### config.mk
export PLATFORM = sky130hd
export DESIGN_NAME = track_sensor_conditioner_flat
export DESIGN_NICKNAME = d
export VERILOG_FILES = /design/src/rtl/train_pkg.sv /design/src/rtl/track_sensor_conditioner_if.sv /design/src/rtl/track_sensor_conditioner_debounce_bit.sv /design/src/rtl/track_sensor_conditioner.sv /design/src/flat_wrapper.sv
export SDC_FILE = /design/constraint.sdc
export NUM_CORES = 1
export LEC_CHECK = 0
export CORE_UTILIZATION = 53
export DETAILED_ROUTE_END_ITERATION = 10
export GPL_TIMING_DRIVEN = 0
export PLACE_DENSITY_LB_ADDON = 0.25
export SYNTH_ARGS = -nofsm -noshare
export SYNTH_HDL_FRONTEND = slang
export SYNTH_HIERARCHICAL = 1
export SYNTH_SLANG_ARGS = --single-unit
### constraint.sdc
create_clock -name Clock -period 2.33 [get_ports Clock]
set_clock_uncertainty 0.05 [all_clocks]
set_input_delay 0.466 -clock Clock [delete_from_list [all_inputs] [get_ports Clock]]
set_output_delay 0.466 -clock Clock [all_outputs]
set_load 0.02 [all_outputs]
### src/rtl/train_pkg.sv
// Shared track/train constants: sensor conditioner defaults and the sensor
// index map also used by the TrainState controller.
package train_pkg;

  localparam int unsigned NUM_SENSORS_DEF     = 4;
  localparam int unsigned DEBOUNCE_CYCLES_DEF = 8;
  localparam int unsigned CNT_W_DEF           = 4;
  localparam int unsigned MAX_ACTIVE_DEF      = 2;

  localparam int unsigned SENSOR_1 = 1;
  localparam int unsigned SENSOR_2 = 2;
  localparam int unsigned SENSOR_3 = 3;
  localparam int unsigned SENSOR_4 = 4;

endpackage

### src/rtl/track_sensor_conditioner_if.sv
// Sensor bus between the raw contacts and TrainState: raw levels in,
// conditioned levels, edge pulses and the sticky fault out.
interface track_sensor_conditioner_if
  import train_pkg::*;
#(
  parameter int unsigned NUM_SENSORS = NUM_SENSORS_DEF
);

  logic [NUM_SENSORS:1] SR_RAW;
  logic [NUM_SENSORS:1] SR;
  logic [NUM_SENSORS:1] SR_RISE;
  logic [NUM_SENSORS:1] SR_FALL;
  logic                 SENSOR_FAULT;

  modport master (
    output SR_RAW,
    input  SR, SR_RISE, SR_FALL, SENSOR_FAULT
  );

  modport slave (
    input  SR_RAW,
    output SR, SR_RISE, SR_FALL, SENSOR_FAULT
  );

endinterface

### src/rtl/track_sensor_conditioner_debounce_bit.sv
// One sensor channel: two-flop synchroniser, debounce counter, stable level
// and registered single-cycle rise/fall pulses.
module sensor_debounce_bit
  import train_pkg::*;
#(
  parameter int unsigned DEBOUNCE_CYCLES = DEBOUNCE_CYCLES_DEF,
  parameter int unsigned CNT_W           = CNT_W_DEF
) (
  input  logic clk_i,
  input  logic rst_i,
  input  logic raw_i,
  output logic level_o,
  output logic rise_o,
  output logic fall_o
);

  localparam logic [CNT_W-1:0] CNT_MAX = CNT_W'(DEBOUNCE_CYCLES - 1);

  logic             sync1_q, sync2_q;
  logic             stable_q, stable_d;
  logic [CNT_W-1:0] cnt_q, cnt_d;
  logic             rise_q, rise_d;
  logic             fall_q, fall_d;

  // Any cycle where the synchronised value matches the stable level restarts
  // qualification, so only an unbroken run of DEBOUNCE_CYCLES is accepted.
  always_comb begin
    stable_d = stable_q;
    cnt_d    = cnt_q;
    rise_d   = 1'b0;
    fall_d   = 1'b0;
    if (sync2_q == stable_q) begin
      cnt_d = '0;
    end else if (cnt_q < CNT_MAX) begin
      cnt_d = cnt_q + 1'b1;
    end else begin
      stable_d = sync2_q;
      cnt_d    = '0;
      rise_d   = sync2_q;
      fall_d   = ~sync2_q;
    end
  end

  always_ff @(posedge clk_i or posedge rst_i) begin
    if (rst_i) begin
      sync1_q  <= 1'b0;
      sync2_q  <= 1'b0;
      stable_q <= 1'b0;
      cnt_q    <= '0;
      rise_q   <= 1'b0;
      fall_q   <= 1'b0;
    end else begin
      sync1_q  <= raw_i;
      sync2_q  <= sync1_q;
      stable_q <= stable_d;
      cnt_q    <= cnt_d;
      rise_q   <= rise_d;
      fall_q   <= fall_d;
    end
  end

  assign level_o = stable_q;
  assign rise_o  = rise_q;
  assign fall_o  = fall_q;

endmodule

### src/rtl/track_sensor_conditioner.sv
// Track sensor conditioner: per-sensor debounce channels plus a sticky
// fault when more sensors are occupied than trains can account for.
module track_sensor_conditioner
  import train_pkg::*;
#(
  parameter int unsigned NUM_SENSORS     = NUM_SENSORS_DEF,
  parameter int unsigned DEBOUNCE_CYCLES = DEBOUNCE_CYCLES_DEF,
  parameter int unsigned CNT_W           = CNT_W_DEF,
  parameter int unsigned MAX_ACTIVE      = MAX_ACTIVE_DEF
) (
  input  logic                        Clock,
  input  logic                        RESET,
  track_sensor_conditioner_if.slave   bus
);

  localparam int unsigned POP_W = $clog2(NUM_SENSORS + 1);

  logic [NUM_SENSORS:1] sr_w;
  logic [NUM_SENSORS:1] rise_w;
  logic [NUM_SENSORS:1] fall_w;
  logic [POP_W-1:0]     pop;
  logic                 fault_q, fault_d;

  for (genvar g = 1; g <= NUM_SENSORS; g++) begin : g_bit
    sensor_debounce_bit #(
      .DEBOUNCE_CYCLES (DEBOUNCE_CYCLES),
      .CNT_W           (CNT_W)
    ) u_bit (
      .clk_i   (Clock),
      .rst_i   (RESET),
      .raw_i   (bus.SR_RAW[g]),
      .level_o (sr_w[g]),
      .rise_o  (rise_w[g]),
      .fall_o  (fall_w[g])
    );
  end

  // Popcount of the registered levels, so the fault lands one edge after SR.
  always_comb begin
    pop = '0;
    for (int unsigned i = 1; i <= NUM_SENSORS; i++) begin
      pop = pop + POP_W'(sr_w[i]);
    end
    fault_d = fault_q | (pop > POP_W'(MAX_ACTIVE));
  end

  always_ff @(posedge Clock or posedge RESET) begin
    if (RESET) begin
      fault_q <= 1'b0;
    end else begin
      fault_q <= fault_d;
    end
  end

  assign bus.SR           = sr_w;
  assign bus.SR_RISE      = rise_w;
  assign bus.SR_FALL      = fall_w;
  assign bus.SENSOR_FAULT = fault_q;

endmodule

### src/flat_wrapper.sv
// flat-port wrapper written by rule: the top's interface ports become plain ports
module track_sensor_conditioner_flat import train_pkg::*;
#(
  parameter int unsigned NUM_SENSORS     = NUM_SENSORS_DEF,
  parameter int unsigned DEBOUNCE_CYCLES = DEBOUNCE_CYCLES_DEF,
  parameter int unsigned CNT_W           = CNT_W_DEF,
  parameter int unsigned MAX_ACTIVE      = MAX_ACTIVE_DEF
)
  (Clock, RESET, bus_SR_RAW, bus_SR, bus_SR_RISE, bus_SR_FALL, bus_SENSOR_FAULT);
  track_sensor_conditioner_if #(.NUM_SENSORS(NUM_SENSORS)) bus_i ();
  input  logic Clock;
  input  logic RESET;
  input wire logic [$bits(bus_i.SR_RAW)-1:0] bus_SR_RAW;
  output wire logic [$bits(bus_i.SR)-1:0] bus_SR;
  output wire logic [$bits(bus_i.SR_RISE)-1:0] bus_SR_RISE;
  output wire logic [$bits(bus_i.SR_FALL)-1:0] bus_SR_FALL;
  output wire logic [$bits(bus_i.SENSOR_FAULT)-1:0] bus_SENSOR_FAULT;
  assign bus_i.SR_RAW = bus_SR_RAW;
  assign bus_SR = bus_i.SR;
  assign bus_SR_RISE = bus_i.SR_RISE;
  assign bus_SR_FALL = bus_i.SR_FALL;
  assign bus_SENSOR_FAULT = bus_i.SENSOR_FAULT;
  track_sensor_conditioner #(.NUM_SENSORS(NUM_SENSORS), .DEBOUNCE_CYCLES(DEBOUNCE_CYCLES), .CNT_W(CNT_W), .MAX_ACTIVE(MAX_ACTIVE)) u_core (.Clock(Clock), .RESET(RESET), .bus(bus_i));
endmodule
==> out/metrics.cfg, run 1 <==
[clock_network]
numCtsBuffers=5
cts-root-buf=clkbuf_4
clockBufferDepth=2
cts_tree=done
cts_resized=0
hold_buffers=0
clkSinkCount=37
clock_latency_ns=0.33
htreeDepth=2
post-cts-setup-buffers=0
clk_pin_slew_ns=0.10

[die]
row_count=18
ios=19
start_util_pct=57.5
dieHeight_um=54.6
dieArea_um2=2980
fp.dieW_um=54.6
core_um2=2540

[pwr]
p_leak_nw=0.790
power_density_nw_per_um2=987
power.total_mw=1.71
peakVddDrop_mv=0.708

[critical_path]
critPathLaunchType=register
crit_chain=clkdlybuf4s50_1
crit_fanout=6
worstSetupPathType=register to output pin
max_stage_delay_ns=0.64
path_buf_inv=1
cp.required_ns=1.81
cp_top_family=buffers and inverters
worst_ep_arrival_time_ns=1.44
endpoint_kind=output pin
worst_path_max_delay_cell=clkdlybuf4s50_1

[global_route]
grt_antenna_before_repair=0
grt_max_degree=12
grt_overflow_total=0
grt_pass1_wl_um=3620
grt_use_total_pct=18.3
grt_pass1_vias=871

[timing]
setup_violations=0
relSlewSlack_pct=72.9
tightest_slew_ns=0.403
tns_ns=0
hold_violations=0
rsz0062_at_grt=no
final.min_clock_period_ns=1.95
layout_setup_ws_ns=0.379
fin_crit_sh_pct=83.7
slew_viol_final=0
fmax_mhz=513

[detailed_routing]
drc=0
drt_wl_total_um=2180
routed_via_density=5.31
first_iter_violations=8
wl_per_cell_um=13.5
dr.pass1.iters=2
vias=860
final_antenna_net_count=0

[synthesis]
ys_seq_area_share_pct=63.2
avgSynthCellArea_um2=13.8
yosysUniqueCellTypes=13
synth_warnings=6
synth_area_um2=1460
synth-seq-cells=37
synth_nets=120
synthesis.instances=106

[layout]
utilization_pct=68.1
syn2layout_area_growth_pct=18.4
fillCellCount=185
final_cell_mix=37 x dfrtp_1, 18 x clkdlybuf4s50_1, 15 x inv_1
layout.nets=145
final_layout_size_suffix_gt1_share_pct=12.9
layout_commonest_cell=dfrtp_1
antennaDiodeCount=0

[placed_design]
hpwl_um=1630
dp_slack_ns=0.409
gp_congestion=0.729
numPortBuffers=18

[min_path]
hold_class=register to register

[status]
status=finished, final reports clean

[job]
max-cap-violations=0

-- synth_stat cells --
| master | n | area share (%) |
|---|---|---|
| xnor2_1 | 8 | 4.8 |
| a2111oi_2 | 4 | 4.1 |
| inv_1 | 15 | 3.8 |
| ha_1 | 7 | 6.0 |
| nand4b_1 | 4 | 2.4 |
| nor3_1 | 12 | 4.1 |
| nor3b_2 | 1 | 0.85 |
| fa_1 | 1 | 1.4 |
| o21bai_2 | 1 | 0.77 |
| mux2_2 | 4 | 3.1 |
| a21oi_1 | 4 | 1.4 |
| nor3b_1 | 8 | 4.1 |
| dfrtp_1 | 37 | 63 |
-- stage by stage --
stage	hold slack, ns	cell area, um^2	std cells
2_1_floorplan	0.145	1460	106
5_1_grt	0.326	1730	162
6_report	0.311	1730	162
3_5_place_dp	0.286	1680	154
3_3_place_gp	0.282	1680	154
4_1_cts	0.312	1730	162
-- worst paths after layout --
check	slack [ns]	cells past startpoint	to	startpoint
max in group asynchronous	1.49	2	u_core/g_bit[4].u_bit/fall_o$_DFF_PP0_	RESET
min	0.31	0	u_core/g_bit[2].u_bit/sync2_q$_DFF_PP0_	u_core/g_bit[2].u_bit/sync1_q$_DFF_PP0_
min reg2reg	0.31	0	u_core/g_bit[2].u_bit/sync2_q$_DFF_PP0_	u_core/g_bit[2].u_bit/sync1_q$_DFF_PP0_
min in group asynchronous	0.36	2	u_core/bus.SENSOR_FAULT$_DFF_PP0_	RESET
max reg2reg	0.38	8	u_core/bus.SENSOR_FAULT$_DFF_PP0_	u_core/g_bit[1].u_bit/level_o$_DFFE_PP0P_
max	0.38	1	bus_SR[3]	u_core/g_bit[4].u_bit/level_o$_DFFE_PP0P_
-- layout make-up --
| type | instances | area, um^2 | share of cell area, % |
|---|---|---|---|
| clock inverter | 2 | 10.0 | 0.578 |
| multi-input combinational | 54 | 482 | 27.8 |
| inverter | 15 | 56.3 | 3.25 |
| clock buffer | 6 | 41.3 | 2.38 |
| sequential | 37 | 926 | 53.4 |
| timing repair buffer | 18 | 180 | 10.4 |
| tap | 30 | 37.5 | 2.17 |
-- cells by family (layout without fill, tap and decap cells) --
kind of cell	after synthesis	count (layout)	share of synthesized area, %
XOR/XNOR	8	8	4.79
flip-flops	37	37	63.2
multiplexers	4	4	3.08
adder cells (fa/ha/maj)	8	8	7.35
buffers and inverters	15	41	3.85
AND/OR/NAND/NOR	25	25	11.5
AO/OA/AOI/OAI	9	9	6.24
-- layer usage --
metal	share of wire [%]	global-route usage, %	wire, um	vias to the layer above
met5	0	0	0	-
met1	44	21.5	963	430
met2	51	29.5	1110	12
met3	3.3	5.00	71	4
met4	1.6	11.5	36	0
li1	-	-	-	414
-- worst register-to-register path: stages, from the launching register on --
cell and delay (ns):
dfrtp_1 0.46, inv_1 0.09, fa_1 0.53, inv_1 0.04, ha_1 0.19, inv_1 0.06, ha_1 0.22, nor3b_2 0.16
o21bai_2 0.10
-- power by group --
part / switching, mW / internal [mW]
Combinational: 0.261 / 0.260
Sequential: 0.118 / 0.762
Clock: 0.194 / 0.115
-- state kept, by name, summed over array words and instances, names as in the netlist --
signal,count
u_core/g_bit.u_bit/rise_o,4
u_core/g_bit.u_bit/cnt_q,16
u_core/g_bit.u_bit/sync2_q,4
u_core/bus.SENSOR_FAULT,1
u_core/g_bit.u_bit/fall_o,4
u_core/g_bit.u_bit/sync1_q,4
u_core/g_bit.u_bit/level_o,4
Power figures use the tool's default switching activity.
==> run 2: changes to the inputs <==
Settings changed: CORE_UTILIZATION 53 to 48.
Clock period 2.33 ns to 1.7 ns, I/O delays scaled along.
==> run 2 against run 1 <==
  * The run now ends with design-rule violations, negative setup slack left
  * Final cell count rose by 3.7%
  * First-iteration DRC count rose to 2.5 times the previous value
  * Hold slack got worse by 0.068 ns
  * Flip-flop and latch count did not move
  * Via count rose by 2.1%
  * Critical path depth rose by 7
  * Critical endpoint is now u_core/bus.SENSOR_FAULT$_DFF_PP0_
  * Cell area rose by 4.8%
  * Largest cell class unchanged
  * Power rose by 47%
==> out/metrics.cfg, run 2 (synthesis gave the netlist of run 1 again) <==
[global_route]
grt_pass1_vias=898  ; +3.1%
grt_overflow_total=0  ; unchanged
grt_pass1_wl_um=4000  ; +10%
grt_use_total_pct=16.2  ; -2.1 points
busiest_layer=met2
grt_max_degree=12  ; unchanged
grt_use_met1_pct=20.0  ; -1.5 points
globalRouteMet2Util_pct=27.9  ; -1.6 points
grt_antenna_before_repair=0  ; unchanged
met3_usage_pct=5.22  ; +0.22 points

[job]
max-cap-violations=0  ; unchanged

[clock_network]
cts-root-buf=clkbuf_4
cts_tree=done
htreeDepth=2  ; unchanged
numCtsBuffers=5  ; unchanged
hold_buffers=0  ; unchanged
clkSinkCount=37  ; unchanged
clock_latency_ns=0.32  ; about the same
clockBufferDepth=2  ; unchanged
clk_pin_slew_ns=0.10  ; about the same

[timing]
relSlewSlack_pct=74.1  ; +1.2 points
fin_crit_sh_pct=108
slew_viol_final=0  ; unchanged
final.min_clock_period_ns=1.84
hold_violations=0  ; unchanged
setup_violations=1  ; +1
tightest_slew_ns=0.385  ; -0.0182 ns
rsz0062_at_grt=yes
tns_ns=-0.144  ; -0.144 ns
fmax_mhz=542
layout_setup_ws_ns=-0.144  ; -0.523 ns

[critical_path]
crit_start=u_core/g_bit[2].u_bit/level_o$_DFFE_PP0P_
reg2reg_slack_ns=-0.14  ; -0.52 ns
critPathLaunchType=register
crit_fanout=2  ; -4
endpoint_kind=register
ff2ff_path_depth=8  ; unchanged
worst_ep_arrival_time_ns=2.00  ; +0.56 ns
cp.required_ns=1.85  ; +0.04 ns
worstSetupPathType=register to register
r2r_start=u_core/g_bit[2].u_bit/level_o$_DFFE_PP0P_
r2r-end=u_core/bus.SENSOR_FAULT$_DFF_PP0_

[layout]
final_cell_mix=34 x dfrtp_1, 12 x clkdlybuf4s50_1, 12 x inv_1, 12 x nor3_1
largest_register_ffs=16  ; unchanged
layout_commonest_cell=dfrtp_1
antennaDiodeCount=0  ; unchanged
syn2layout_area_growth_pct=24.0
fillCellCount=236  ; +28%
final_layout_size_suffix_gt1_share_pct=22.6  ; +9.7 points
layout.nets=150  ; +3.4%
regMostFlops=u_core/g_bit.u_bit/cnt_q

[pwr]
p_clk_share_pct=19.9  ; +1.8 points
p_seq_share_pct=47.4  ; -4.1 points
power_density_nw_per_um2=1380  ; +40%
p_sw_uw=813  ; +42%
internal_power_mw=1.70  ; +49%
peakVddDrop_mv=0.755  ; +6.7%
combPwrFrac_pct=32.7  ; +2.2 points
p_leak_nw=0.873  ; +10%
switching_share_pct=32.4  ; -1.1 points

[placed_design]
hpwl_um=1590  ; -2.3%
dp_slack_ns=-0.239  ; -0.648 ns
numPortBuffers=18  ; unchanged
gp_congestion=0.671  ; -7.9%

[die]
start_util_pct=51.7  ; -5.8 points
fp.dieW_um=57.2  ; +4.9%
dieArea_um2=3270  ; +10%
ios=19  ; unchanged
dieHeight_um=57.2  ; +4.9%
row_count=19  ; +1
core_um2=2830  ; +11%

[detailed_routing]
drt_wl_total_um=2280  ; +4.2%
wl_per_cell_um=13.5  ; +0.49%
vias=878  ; +2.1%
drc=2  ; +2
dr.pass1.iters=7  ; +5
final_antenna_net_count=0  ; unchanged
routed_via_density=5.23  ; -1.6%
first_iter_violations=20  ; +12

[status]
status=complete, but fails checks
violations=design-rule violations, negative setup slack

[min_path]
hold_class=input port to asynchronous set/reset pin

==> run 2: metrics by stage <==
step	util (%)	instances	total power, mW	hold WS, ns	area [um^2]
after floorplan	-	106	1.72	0.0187	1470
after global placement	59.7	155	1.89	0.283	1690
after detailed placement	59.7	155	1.95	0.286	1690
after CTS	64.0	168	2.55	0.222	1810
after global routing	64.2	168	2.70	0.229	1820
final	64.2	168	2.51	0.243	1820
==> run 2: layout make-up <==
| class | count | area [um^2] | area share [%] |
|---|---|---|---|
| timing repair buffer | 23 | 218 | 12.0 |
| multi-input combinational | 54 | 503 | 27.7 |
| clock buffer | 7 | 65.1 | 3.58 |
| inverter | 15 | 56.3 | 3.10 |
| sequential | 37 | 930 | 51.2 |
| clock inverter | 1 | 5.00 | 0.276 |
| tap | 31 | 38.8 | 2.14 |
==> run 2: repair_timing <==
action,CTS,global route
endpoints found under the setup margin,5,4
buffers inserted,5,0
pin swaps,3,1
gates resized for setup,8,2
==> run 2: power by group through the flow <==
stage | Clock, mW | Combinational (mW) | Sequential, mW
final | 0.500 | 0.823 | 1.19
after global routing | 0.560 | 0.922 | 1.22
after CTS | 0.525 | 0.831 | 1.19
after detailed placement | 0 | 0.718 | 1.24
after global placement | 0 | 0.675 | 1.22
after floorplan | 0 | 0.461 | 1.26
==> run 2: how the worst max path moves through the flow <==
stage | to | slack [ns] | cells after the start
after global routing | u_core/bus.SENSOR_FAULT$_DFF_PP0_ | -0.23 | 8
after floorplan | u_core/bus.SENSOR_FAULT$_DFF_PP0_ | -0.15 | 8
after CTS | u_core/bus.SENSOR_FAULT$_DFF_PP0_ | -0.17 | 8
after global placement | u_core/bus.SENSOR_FAULT$_DFF_PP0_ | -0.17 | 8
after detailed placement | u_core/bus.SENSOR_FAULT$_DFF_PP0_ | -0.24 | 8
final | u_core/bus.SENSOR_FAULT$_DFF_PP0_ | -0.14 | 8
==> run 2: routing by layer <==
metal	part of all wire (%)	routed length (um)	vias up
met4	0.62	14	0
met1	46	1040	435
met5	0	0	-
met2	50	1150	15
li1	-	-	426
met3	3.2	73	2
==> run 2: critical path, stage by stage, from the launching register on <==
cell      delay [ns]
dfrtp_2         0.43
inv_2           0.06
fa_1            0.39
inv_1           0.06
ha_2            0.18
inv_2           0.05
ha_4            0.25
nor3b_4         0.18
o21bai_2        0.07
==> run 3: changes to the inputs <==
Settings changed: CORE_UTILIZATION 48 to 53.
Clock period 1.7 ns to 1.8 ns, I/O delays scaled along.
==> run 3 against run 2 <==
  * The run ends with negative setup slack left
  * Sequential power decreased by 5%
  * Power decreased by 2.3%
  * Global-route usage increased by 3.6 points
  * Critical path depth decreased by 1
  * Non-clock buffer count increased by 3
  * Critical endpoint unchanged
  * Combinational power increased by 1%
  * Flip-flop and latch count unchanged
  * First-iteration DRC count decreased by 50%
  * Maximum frequency increased by 0.92%
  * Clock power decreased by 2%
  * Clock-buffer cell count unchanged
  * Critical path type unchanged
  * Worst setup slack improved by 0.12 ns
==> out/metrics.cfg, run 3 (synthesis gave the netlist of run 1 again) <==
[timing]
hold_violations=0  ; unchanged
setup_violations=1  ; unchanged
hold_ws_ns=0.217  ; -0.0260 ns
layout_setup_ws_ns=-0.0274  ; +0.117 ns
fmax_mhz=547  ; +0.92%
tightest_slew_ns=0.400  ; +0.0154 ns
final.min_clock_period_ns=1.83  ; -0.0167 ns
slew_viol_final=0  ; unchanged
fin_crit_sh_pct=102  ; -7.0 points
relSlewSlack_pct=73.1  ; -1.0 points
rsz0062_at_grt=yes
tns_ns=-0.0274  ; +0.117 ns

[layout]
layout.nets=153  ; +2.0%
syn2layout_area_growth_pct=25.4
final_cell_mix=34 x dfrtp_1, 14 x clkdlybuf4s50_1, 12 x nor3_1
multi_input_area_um2=507  ; +0.75%
antennaDiodeCount=0  ; unchanged
seqCellArea_um2=930  ; unchanged
final_layout_size_suffix_gt1_share_pct=25.7  ; +3.1 points
layout_commonest_cell=dfrtp_1
largest_register_ffs=16  ; unchanged
fillCellCount=178  ; -25%
regMostFlops=u_core/g_bit.u_bit/cnt_q

[critical_path]
cp_top_family=adder cells
r2r-end=u_core/bus.SENSOR_FAULT$_DFF_PP0_
path_buf_inv=2  ; -1
ff2ff_path_depth=7  ; -1
cp.required_ns=1.99  ; +0.14 ns
crit_chain=inv_2, fa_1, inv_2, ha_4, ha_1, nor3b_2, o21bai_2
r2r_start=u_core/g_bit[4].u_bit/level_o$_DFFE_PP0P_
worst_ep_arrival_time_ns=2.02  ; +0.02 ns
crit_fanout=4  ; +2
endpoint_kind=register
critPathLaunchType=register
worst_path_most_repeated_cell=inv_2
max_stage_delay_ns=0.58  ; +0.15 ns
worst_path_max_delay_cell=fa_1
worstSetupPathType=register to register
reg2reg_slack_ns=-0.03  ; +0.12 ns

[clock_network]
clkSinkCount=37  ; unchanged
cts-root-buf=clkbuf_4
clk_pin_slew_ns=0.11  ; about the same
htreeDepth=2  ; unchanged
cts_tree=done
clockBufferDepth=2  ; unchanged
hold_buffers=0  ; unchanged
numCtsBuffers=5  ; unchanged
clock_latency_ns=0.34  ; +0.02 ns

[placed_design]
hpwl_um=1620  ; +1.9%
gp_congestion=0.682  ; +1.5%
numPortBuffers=18  ; unchanged

[global_route]
grt_use_total_pct=19.9  ; +3.6 points
grt_overflow_total=0  ; unchanged
grt_pass1_wl_um=3950  ; -1.2%
grt_pass1_vias=918  ; +2.2%
grt_max_degree=12  ; unchanged
grt_antenna_before_repair=0  ; unchanged

[status]
violations=negative setup slack
status=complete, but fails checks

[pwr]
peakVddDrop_mv=0.905  ; +20%
power_density_nw_per_um2=1340  ; -3.4%
p_leak_nw=0.852  ; -2.4%
power.total_mw=2.45  ; -2.3%

[detailed_routing]
first_iter_violations=10  ; -50%
dr.pass1.iters=4  ; -3
drt_wl_total_um=2480  ; +9.1%
drc=0  ; -2
wl_per_cell_um=14.6  ; +7.9%
vias=912  ; +3.9%
routed_via_density=5.36  ; +2.7%
final_antenna_net_count=0  ; unchanged

[die]
ios=19  ; unchanged
dieHeight_um=54.6  ; -4.7%
dieArea_um2=2980  ; -9.1%
fp.dieW_um=54.6  ; -4.7%
start_util_pct=57.5  ; +5.8 points
row_count=18  ; -1
core_um2=2540  ; -10%

[job]
max-cap-violations=0  ; unchanged

[min_path]
hold_class=input port to asynchronous set/reset pin

## run 3: cell types whose count changed in the layout (fill, tap and decap cells not counted), sizes merged
cell / previous run / this run
clkdlybuf4s50: 12 / 14
buf: 5 / 8
dlymetal6s2s: 2 / 0
## run 3: stage by stage
stage	setup WS, ns	util (%)	cells	area, um^2
floorplan	-0.0464	-	106	1470
global placement	-0.0405	66.3	154	1690
detailed placement	-0.155	66.3	154	1690
CTS	-0.0827	71.1	168	1810
global route	-0.101	72.1	170	1840
finish	-0.0274	72.1	170	1840
## run 3: area by class of cell
type | instances | share of cell area [%]
clock inverters | 1 | 0.273
inverters | 15 | 3.07
multi-input cells | 54 | 27.6
well taps | 30 | 2.04
clock buffers | 7 | 3.54
repair buffers | 26 | 12.8
flip-flops and latches | 37 | 50.6
## run 3: how the worst max path moves through the flow
| stage | depth (start not counted) | start | slack (ns) | endpoint |
|---|---|---|---|---|
| 6_report | 7 | u_core/g_bit[4].u_bit/level_o$_DFFE_PP0P_ | -0.03 | u_core/bus.SENSOR_FAULT$_DFF_PP0_ |
| 5_1_grt | 8 | u_core/g_bit[4].u_bit/level_o$_DFFE_PP0P_ | -0.10 | u_core/bus.SENSOR_FAULT$_DFF_PP0_ |
| 4_1_cts | 8 | u_core/g_bit[1].u_bit/level_o$_DFFE_PP0P_ | -0.08 | u_core/bus.SENSOR_FAULT$_DFF_PP0_ |
| 3_5_place_dp | 8 | u_core/g_bit[2].u_bit/level_o$_DFFE_PP0P_ | -0.15 | u_core/bus.SENSOR_FAULT$_DFF_PP0_ |
| 3_3_place_gp | 8 | u_core/g_bit[2].u_bit/level_o$_DFFE_PP0P_ | -0.04 | u_core/bus.SENSOR_FAULT$_DFF_PP0_ |
| 2_1_floorplan | 8 | u_core/g_bit[1].u_bit/level_o$_DFFE_PP0P_ | -0.05 | u_core/bus.SENSOR_FAULT$_DFF_PP0_ |
## run 3: metal layers
metal | routed length, um | GRT usage, % | up-vias
met2 | 1260 | 32.9 | 18
met3 | 103 | 7.22 | 6
met5 | 0 | 0 | -
met1 | 1090 | 23.1 | 458
li1 | - | - | 430
met4 | 40 | 8.55 | 0
## run 3: timing repair
| item | 4_1_cts | 5_1_grt |
|---|---|---|
| pin swaps | 1 | 0 |
| setup endpoints to repair | 4 | 1 |
| setup buffers | 6 | 2 |
| gates cloned | 0 | 0 |
| hold endpoints to repair | 0 | 0 |
| gates resized for setup | 8 | 2 |
## run 3: power by group
part / switching (mW) / internal (mW) / leakage (nW)
clock: 0.263 / 0.226 / 0.0413
combinational: 0.409 / 0.425 / 0.332
sequential: 0.141 / 0.991 / 0.479
